[src/rtl/button_pkg.sv]
// Shared types and helpers for the pushbutton front end.
package button_pkg;

    // Per-button debounce FSM state.
    typedef enum logic [1:0] {
        IDLE      = 2'd0,
        ARMING    = 2'd1,
        PRESSED   = 2'd2,
        RELEASING = 2'd3
    } btn_state_t;

    // Counter width wide enough for the largest cycle count, plus one spare bit so
    // HOLD_CYCLES + REPEAT_CYCLES also fits.
    function automatic int unsigned cnt_width(input int unsigned a,
                                              input int unsigned b,
                                              input int unsigned c);
        int unsigned m;
        m = a;
        if (b > m) m = b;
        if (c > m) m = c;
        return unsigned'($clog2(m)) + 1;
    endfunction

endpackage

[src/rtl/btn_debounce.sv]
// One button: 2-flop synchroniser, debounce FSM, and optional hold-to-repeat counter.
// pulse_req is combinational and is registered by the parent.
module btn_debounce
    import button_pkg::*;
#(
    parameter int unsigned DEBOUNCE_CYCLES = 250000,
    parameter bit          REPEAT_EN       = 1'b0,
    parameter int unsigned HOLD_CYCLES     = 25000000,
    parameter int unsigned REPEAT_CYCLES   = 10000000
) (
    input  logic clk,
    input  logic reset,
    input  logic btn_raw,
    output logic level,
    output logic pulse_req
);

    localparam int unsigned CW = cnt_width(DEBOUNCE_CYCLES, HOLD_CYCLES, REPEAT_CYCLES);

    localparam logic [CW-1:0] CNT_ONE   = CW'(1);
    localparam logic [CW-1:0] CNT_SAT   = '1;
    localparam logic [CW-1:0] DEB_LAST  = CW'(DEBOUNCE_CYCLES - 1);
    localparam logic [CW-1:0] HOLD_LAST = CW'(HOLD_CYCLES - 1);
    localparam logic [CW-1:0] HOLD_BASE = CW'(HOLD_CYCLES);
    localparam logic [CW-1:0] WRAP_LAST = CW'(HOLD_CYCLES + REPEAT_CYCLES - 1);

    logic          sync1_q, sync2_q;
    btn_state_t    state_q, state_d;
    logic [CW-1:0] cnt_q, cnt_d, cnt_inc;
    logic [CW-1:0] hold_q, hold_d, hold_inc;
    logic          level_q, level_d;

    // Two-stage synchroniser for the asynchronous button input.
    always_ff @(posedge clk) begin
        if (reset) begin
            sync1_q <= 1'b0;
            sync2_q <= 1'b0;
        end else begin
            sync1_q <= btn_raw;
            sync2_q <= sync1_q;
        end
    end

    // Saturating increments.
    assign cnt_inc  = (cnt_q == CNT_SAT) ? cnt_q : cnt_q + CNT_ONE;
    assign hold_inc = (hold_q == CNT_SAT) ? hold_q : hold_q + CNT_ONE;

    // Next-state logic; a request fires on the edge the counter reaches its target.
    always_comb begin
        state_d   = state_q;
        cnt_d     = cnt_q;
        hold_d    = hold_q;
        level_d   = level_q;
        pulse_req = 1'b0;
        unique case (state_q)
            IDLE: begin
                if (sync2_q) begin
                    state_d = ARMING;
                    cnt_d   = CNT_ONE;
                end
            end
            ARMING: begin
                if (!sync2_q) begin
                    state_d = IDLE;
                    cnt_d   = '0;
                end else if (cnt_q >= DEB_LAST) begin
                    state_d   = PRESSED;
                    cnt_d     = '0;
                    hold_d    = '0;
                    level_d   = 1'b1;
                    pulse_req = 1'b1;
                end else begin
                    cnt_d = cnt_inc;
                end
            end
            PRESSED: begin
                if (!sync2_q) begin
                    state_d = RELEASING;
                    cnt_d   = CNT_ONE;
                end else if (REPEAT_EN) begin
                    // Counter climbs to HOLD_CYCLES, then cycles HOLD..HOLD+REPEAT-1.
                    if (hold_q == WRAP_LAST) begin
                        hold_d    = HOLD_BASE;
                        pulse_req = 1'b1;
                    end else if (hold_q == HOLD_LAST) begin
                        hold_d    = hold_inc;
                        pulse_req = 1'b1;
                    end else begin
                        hold_d = hold_inc;
                    end
                end
            end
            RELEASING: begin
                // Hold counter is frozen here so a release glitch resumes the repeat cadence.
                if (sync2_q) begin
                    state_d = PRESSED;
                    cnt_d   = '0;
                end else if (cnt_q >= DEB_LAST) begin
                    state_d = IDLE;
                    cnt_d   = '0;
                    hold_d  = '0;
                    level_d = 1'b0;
                end else begin
                    cnt_d = cnt_inc;
                end
            end
            default: begin
                state_d = IDLE;
                cnt_d   = '0;
                hold_d  = '0;
                level_d = 1'b0;
            end
        endcase
    end

    // FSM and counter state registers.
    always_ff @(posedge clk) begin
        if (reset) begin
            state_q <= IDLE;
            cnt_q   <= '0;
            hold_q  <= '0;
            level_q <= 1'b0;
        end else begin
            state_q <= state_d;
            cnt_q   <= cnt_d;
            hold_q  <= hold_d;
            level_q <= level_d;
        end
    end

    assign level = level_q;

endmodule

[src/rtl/button_pulse_gen.sv]
// Debounces the up/down pushbuttons and emits single-cycle, mutually exclusive
// up/down command pulses for the counter.
module button_pulse_gen
    import button_pkg::*;
#(
    parameter int unsigned DEBOUNCE_CYCLES = 250000,
    parameter bit          REPEAT_EN       = 1'b0,
    parameter int unsigned HOLD_CYCLES     = 25000000,
    parameter int unsigned REPEAT_CYCLES   = 10000000
) (
    input  logic clk,
    input  logic reset,
    input  logic btn_up_raw,
    input  logic btn_down_raw,
    output logic up,
    output logic down,
    output logic up_level,
    output logic down_level
);

    logic up_req;
    logic down_req;

    btn_debounce #(
        .DEBOUNCE_CYCLES (DEBOUNCE_CYCLES),
        .REPEAT_EN       (REPEAT_EN),
        .HOLD_CYCLES     (HOLD_CYCLES),
        .REPEAT_CYCLES   (REPEAT_CYCLES)
    ) u_up (
        .clk       (clk),
        .reset     (reset),
        .btn_raw   (btn_up_raw),
        .level     (up_level),
        .pulse_req (up_req)
    );

    btn_debounce #(
        .DEBOUNCE_CYCLES (DEBOUNCE_CYCLES),
        .REPEAT_EN       (REPEAT_EN),
        .HOLD_CYCLES     (HOLD_CYCLES),
        .REPEAT_CYCLES   (REPEAT_CYCLES)
    ) u_down (
        .clk       (clk),
        .reset     (reset),
        .btn_raw   (btn_down_raw),
        .level     (down_level),
        .pulse_req (down_req)
    );

    // Register the pulses; coincident requests cancel so up and down never overlap.
    always_ff @(posedge clk) begin
        if (reset) begin
            up   <= 1'b0;
            down <= 1'b0;
        end else begin
            up   <= up_req & ~down_req;
            down <= down_req & ~up_req;
        end
    end

endmodule

[config.mk]
export PLATFORM = sky130hd
export DESIGN_NAME = button_pulse_gen
export DESIGN_NICKNAME = d
export VERILOG_FILES = /design/src/rtl/button_pkg.sv /design/src/rtl/btn_debounce.sv /design/src/rtl/button_pulse_gen.sv
export SDC_FILE = /design/constraint.sdc
export NUM_CORES = 1
export LEC_CHECK = 0
export ABC_AREA = 1
export ABC_CLOCK_PERIOD_IN_PS = 2000
export BUFFER_PORTS_ARGS = -buffer_cell sky130_fd_sc_hd__clkbuf_2
export CAP_MARGIN = 5
export CORE_ASPECT_RATIO = 0.5
export CORE_MARGIN = 8
export CORE_UTILIZATION = 40
export CTS_BUF_LIST = sky130_fd_sc_hd__clkbuf_8
export DETAILED_ROUTE_END_ITERATION = 10
export PLACE_DENSITY = 0.64
export SETUP_SLACK_MARGIN = 0.02
export SYNTH_ARGS = -nofsm -noshare
export SYNTH_HDL_FRONTEND = slang
export SYNTH_SLANG_ARGS = --single-unit
[constraint.sdc]
create_clock -name clk -period 2 [get_ports clk]
set_input_delay 0.1 -clock clk [delete_from_list [all_inputs] [get_ports clk]]
set_output_delay 0.1 -clock clk [all_outputs]
set_load 0.02 [all_outputs]
---- Word-level counts from Yosys, hierarchy flattened ----
Cells that the tools add are included.
storage, ports and cells
  memories ................................ 0
  bits in writable memories ............... 0
  logic and storage cells ................. 98
  register bits after elaboration ......... 64
  output and inout bits ................... 4
  bits in latches ......................... 0
  memory bits (read-only) ................. 0
cells by class
  magnitude comparators ................... 2
  divide/modulo/power cells ............... 0
  muxes and demuxes ....................... 44
  reductions and logical operators ........ 10
  equal/unequal tests ..................... 24
  bitwise gates (word level) .............. 4
  $mul .................................... 0
  add/subtract/negate cells ............... 2
  shift-type cells ........................ 0
operators with widths
  operator                                                             count
  two-way mux 26 bit                                                   12
  one-hot mux 26 bit (4 select lines)                                  2
  adder 26 x 1 -> 26 bit, second input constant                        2
  == test 26 bit, second input constant                                2
  greater-or-equal comparator 26 x 18 -> 1 bit, second input constant  2
  two-way mux 2 bit                                                    12
  != test 2 x 1 -> 1 bit, second input constant                        8
  one-hot mux 2 bit (4 select lines)                                   2
  two-way mux 1 bit                                                    14
  AND reduction 5 bit                                                  2
  == test 2 bit, second input constant                                 4
  != test 2 bit, second input constant                                 4
  AND reduction 4 bit                                                  2
  != test 3 x 1 -> 1 bit, second input constant                        2
  != test 3 bit, second input constant                                 2
  == test 2 x 1 -> 1 bit, second input constant                        2
  zero test 2 bit                                                      2
  one-hot mux 1 bit (2 select lines)                                   2
  AND reduction 2 bit                                                  2
  nonzero test 2 bit                                                   2
  bitwise AND 1 bit                                                    2
  inverter 1 bit                                                       2

---- Depth between registers and ports, before layout ----
  word-level depth ........................ 6
  mapped depth ............................ 11

---- By module ----
Synthesis repeated with hierarchy kept, for this count alone.
unflattened totals
  cell total of the unflattened synthesis .. 566
  area total of the unflattened synthesis .. 3723.6 um^2
modules (own cells, without submodules)
  module            cells an instance  area an instance (um^2)  instances
  btn_debounce      279                1830.5                   2
  button_pulse_gen  8                  62.6                     1

---- Worst setup path before layout ----
Ideal clock, no wire load.
  path kind ............................... register to register
  from .................................... register u_up.cnt_q[0]
  to ...................................... register with a tool-made name
  library setup time ...................... 0.113 ns
  path buffers ............................ 0
  data arrival time ....................... 1.422 ns
  path slack .............................. 0.465 ns
  cell stages (with the launch flop) ...... 12
  path through ............................ dfxtp_1 -> ha_1 -> nand2_1 -> nor2_4 -> o21ai_1 -> nand2_1 -> nand2_1 -> nand3_1 -> nand2_1 -> clkinv_1 -> nor2_1 -> nor2_1
RTL lines
  what                      RTL line             text
  start: declaration        btn_debounce.sv:29   logic [CW-1:0] cnt_q, cnt_d, cnt_inc;
  start signal: assignment  btn_debounce.sv:125  cnt_q <= cnt_d;

---- Worst setup path after layout ----
  from .................................... register u_down.cnt_q[0]
  to ...................................... register u_down.cnt_q[11]
between the ends
  cells in the longest elaborated chain, start to end .. 5
RTL lines
  what                                                      RTL line                                text
  start: declaration                                        btn_debounce.sv:29
  start signal: assignment                                  btn_debounce.sv:125
  adder 26 x 1 -> 26 bit or == test 26 bit (tied branches)  btn_debounce.sv:45                      assign cnt_inc = (cnt_q == CNT_SAT) ? cnt_q : cnt_q + CNT_ONE;
  two-way mux 26 bit                                        btn_debounce.sv:45
  two-way mux 26 bit (*)                                    btn_debounce.sv:66, btn_debounce.sv:98
  two-way mux 26 bit, on equally long branches              btn_debounce.sv:95, btn_debounce.sv:63
  one-hot mux 26 bit (4 select lines) (*)                   btn_debounce.sv:55                      unique case (state_q)
Every way passes the cells marked *; elsewhere a longest branch is shown, timed or not.
A chain may end at the register's enable or synchronous reset.

==> impl_metrics.json <==
{
  "path_clk_slew_ps": 60,
  "fin_util_pct": 45.76,
  "start_util_pct": 41.24,
  "gp_congestion": 0.9125,
  "reg2reg_from": "u_down.cnt_q[0]",
  "yosysMostFrequentCell": "nor2_1",
  "outcome": "complete, no violations",
  "io_buffers": 7,
  "grt_pass1_vias": 3143,
  "grt_use_total_pct": 13.59,
  "p_comb_share_pct": 10.2,
  "core.rowCount": 24,
  "endpoint": "u_down.cnt_q[11]",
  "critPathCaptureType": "register",
  "grt_pass1_wl_mm": 14.08,
  "die_y_um": 83.12,
  "finalWirelength_mm": 7.991,
  "synth_area_leaders": "dfxtp_1 (36%), nor2_1 (15%), nand2_1 (13%), inv_1 (6.5%), nand3_1 (5.6%)",
  "power_density_nw_per_um2": 648.8,
  "ant_nets": 0,
  "synthFlopType": "dfxtp_1",
  "wl_per_cell_um": 11.24,
  "worstSetupStartpoint": "u_down.cnt_q[0]",
  "max-vdd-ir-drop_mv": 0.3233,
  "synth.avg_cell_area_um2": 6.289,
  "rsz0062_at_grt": "no",
  "arrival_ps": 2100,
  "synth_area_um2": 3603,
  "clock.fmax_mhz": 552.7,
  "grt_max_degree": 30,
  "r2r_slack_ps": 190,
  "fin_hold_ws_ps": 174.8,
  "synth_top_cell_area_share_pct": 35.56,
  "finalSetupViolations": 0,
  "slew_headroom_pct": 73.03,
  "synth.top_cells.by_count": "nor2_1 (148), nand2_1 (125), dfxtp_1 (64)",
  "cts_tree": "built",
  "path_class": "reg -> reg",
  "synth_cell_types": 32,
  "hold_viol": 0,
  "drc": 0,
  "synth_edf_count": 0,
  "finalSetupTns_ps": 0,
  "firstDrtPassIters": 4,
  "overflow": 0,
  "die_x_um": 150.2,
  "die_area_um2": 12490,
  "insertion_delay_ps": 340,
  "fin_crit_sh_pct": 90.46,
  "design.core.area_um2": 8738,
  "switching_share_pct": 26.78,
  "drt_iter0_markers": 168,
  "whs_path_depth": 4,
  "cts_buffers": 9,
  "synth_nets": 579,
  "ys_async_sr_fraction_pct": 0,
  "placed_cell_area_um2": 3757,
  "fin_nets": 597,
  "cap_violations": 0,
  "antenna_found_initial": 0,
  "fin_crit_ps": 1809,
  "layout-drive-gt1-share_pct": 9.428,
  "tightest_slew_ps": 401.6,
  "min_path_type": "in -> reg",
  "viasPerCell": 4.835,
  "syn_inst": 573,
  "finClkSkew_ps": 4.441,
  "io-pin-count": 8,
  "required_ps": 2290,
  "p_leak_nw": 1.564,
  "worstPathMaxFanout": 8,
  "cts_root_buffer": "clkbuf_8",
  "p_int_w": 0.001900,
  "yosys_warnings": 0,
  "reg2reg_depth": 10,
  "vias": 3438,
  "switchingPower_w": 0.0006948,
  "synth_seq_cells": 64,
  "finish.instance_area_um2": 3999,
  "area_growth_syn_to_layout_pct": 10.97,
  "synth_top_area_cell": "dfxtp_1",
  "clockPowerShare_pct": 38.5,
  "hpwl_mm": 5.908,
  "power.share.sequential_pct": 51.4,
  "ys_seq_area_share_pct": 35.56,
  "cts.htree.levels": 3,
  "slew_viol_final": 0,
  "clockBufferDepth": 2,
  "cts.sink_count": 64,
  "diodes": 0,
  "startpoint_type": "register",
  "critical_path.reg2reg.endpoint": "u_down.cnt_q[11]"
}
[metal layers]
metal / GRT usage (%) / wire [um] / part of all wire, % / vias up
met3: 4.816 / 300 / 3.8 / 15
met2: 21.87 / 3561 / 45 / 47
met4: 4.144 / 137 / 1.7 / 0
li1: - / - / - / 1830
met1: 16.68 / 3991 / 50 / 1546
met5: 0 / 0 / 0 / -
[timing repair]
action	CTS	global route
endpoints found under the hold margin	2	0
setup endpoints to repair	0	17
setup buffers	0	4
hold buffers	2	0
gates resized for setup	0	4
[cells by family after synthesis]
| family | share of synthesized area, % |
|---|---|
| xor gates and xnor gates | 4.132 |
| DFF | 35.56 |
| buffers and inverters | 9.305 |
| and+or+nand+nor | 45.31 |
| adders and majority gates | 0.6943 |
| AOI/OAI and AO/OA | 5.000 |
[worst min path at each step]
stage               slack (ps)                to         start
detailed placement         300      u_up.sync1_q    btn_up_raw
floorplan                  210    u_down.sync1_q  btn_down_raw
global route               200  u_down.cnt_q[16]         reset
global placement           300    u_down.sync1_q  btn_down_raw
finish                     170     u_up.cnt_q[2]         reset
CTS                        170     u_up.cnt_q[2]         reset
[cell usage in the layout (no fill, tap or decap), types with 7 or more instances in the layout]
cell type	instances
xor2_1	15
inv_2	9
nand2_1	124
a21oi_1	20
nor3_1	27
dfxtp_1	64
nand3_1	40
clkbuf_8	12
buf_4	9
o21ai_0	10
clkbuf_2	7
inv_1	64
nor2_1	148
nand4_1	10
[power by group through the flow]
| stage | sequential [W] | combinational [W] | clock (W) |
|---|---|---|---|
| after global placement | 0.00136 | 0.000260 | 0 |
| final | 0.00133 | 0.000263 | 0.000999 |
| after floorplan | 0.00135 | 0.000198 | 0 |
| after CTS | 0.00133 | 0.000263 | 0.00105 |
| after global routing | 0.00134 | 0.000297 | 0.00111 |
| after detailed placement | 0.00136 | 0.000258 | 0 |
[stage by stage]
stage | power, W | setup slack [ps] | instances
global placement | 0.001618 | 206.3 | 691
CTS | 0.002640 | 142.4 | 707
global route | 0.002738 | 50.86 | 711
floorplan | 0.001551 | 465.1 | 573
finish | 0.002594 | 190.9 | 711
detailed placement | 0.001618 | 152.5 | 691
[layout make-up]
class	count	area (um2)
Sequential cell	64	1281
Inverter	72	270.3
Tap cell	117	146.4
Multi-Input combinational cell	426	2006
Timing Repair Buffer	18	122.6
Clock buffer	12	165.2
Fill cell	921	4740
Clock inverter	2	7.507
[state kept, by name (all words and copies together) (netlist names), named ones only]
register	flops
u_down.cnt_q	26
u_up.cnt_q	26
down	1
u_down.level	1
u_down.state_q	1
u_down.sync1_q	1
u_down.sync2_q	1
u_up.level	1
u_up.state_q	1
u_up.sync1_q	1
u_up.sync2_q	1
up	1
[worst max-delay path, stage by stage (launching register included)]
cell and delay, ps:
dfxtp_1 390, ha_2 260, nand2_2 100, nor3_4 230
nand3_2 110, nor2_4 230, buf_4 180, nor2_1 40
nor2_1 90, nor2_1 40, nor2_1 70
Note: power is estimated with default switching activity, not from simulation.
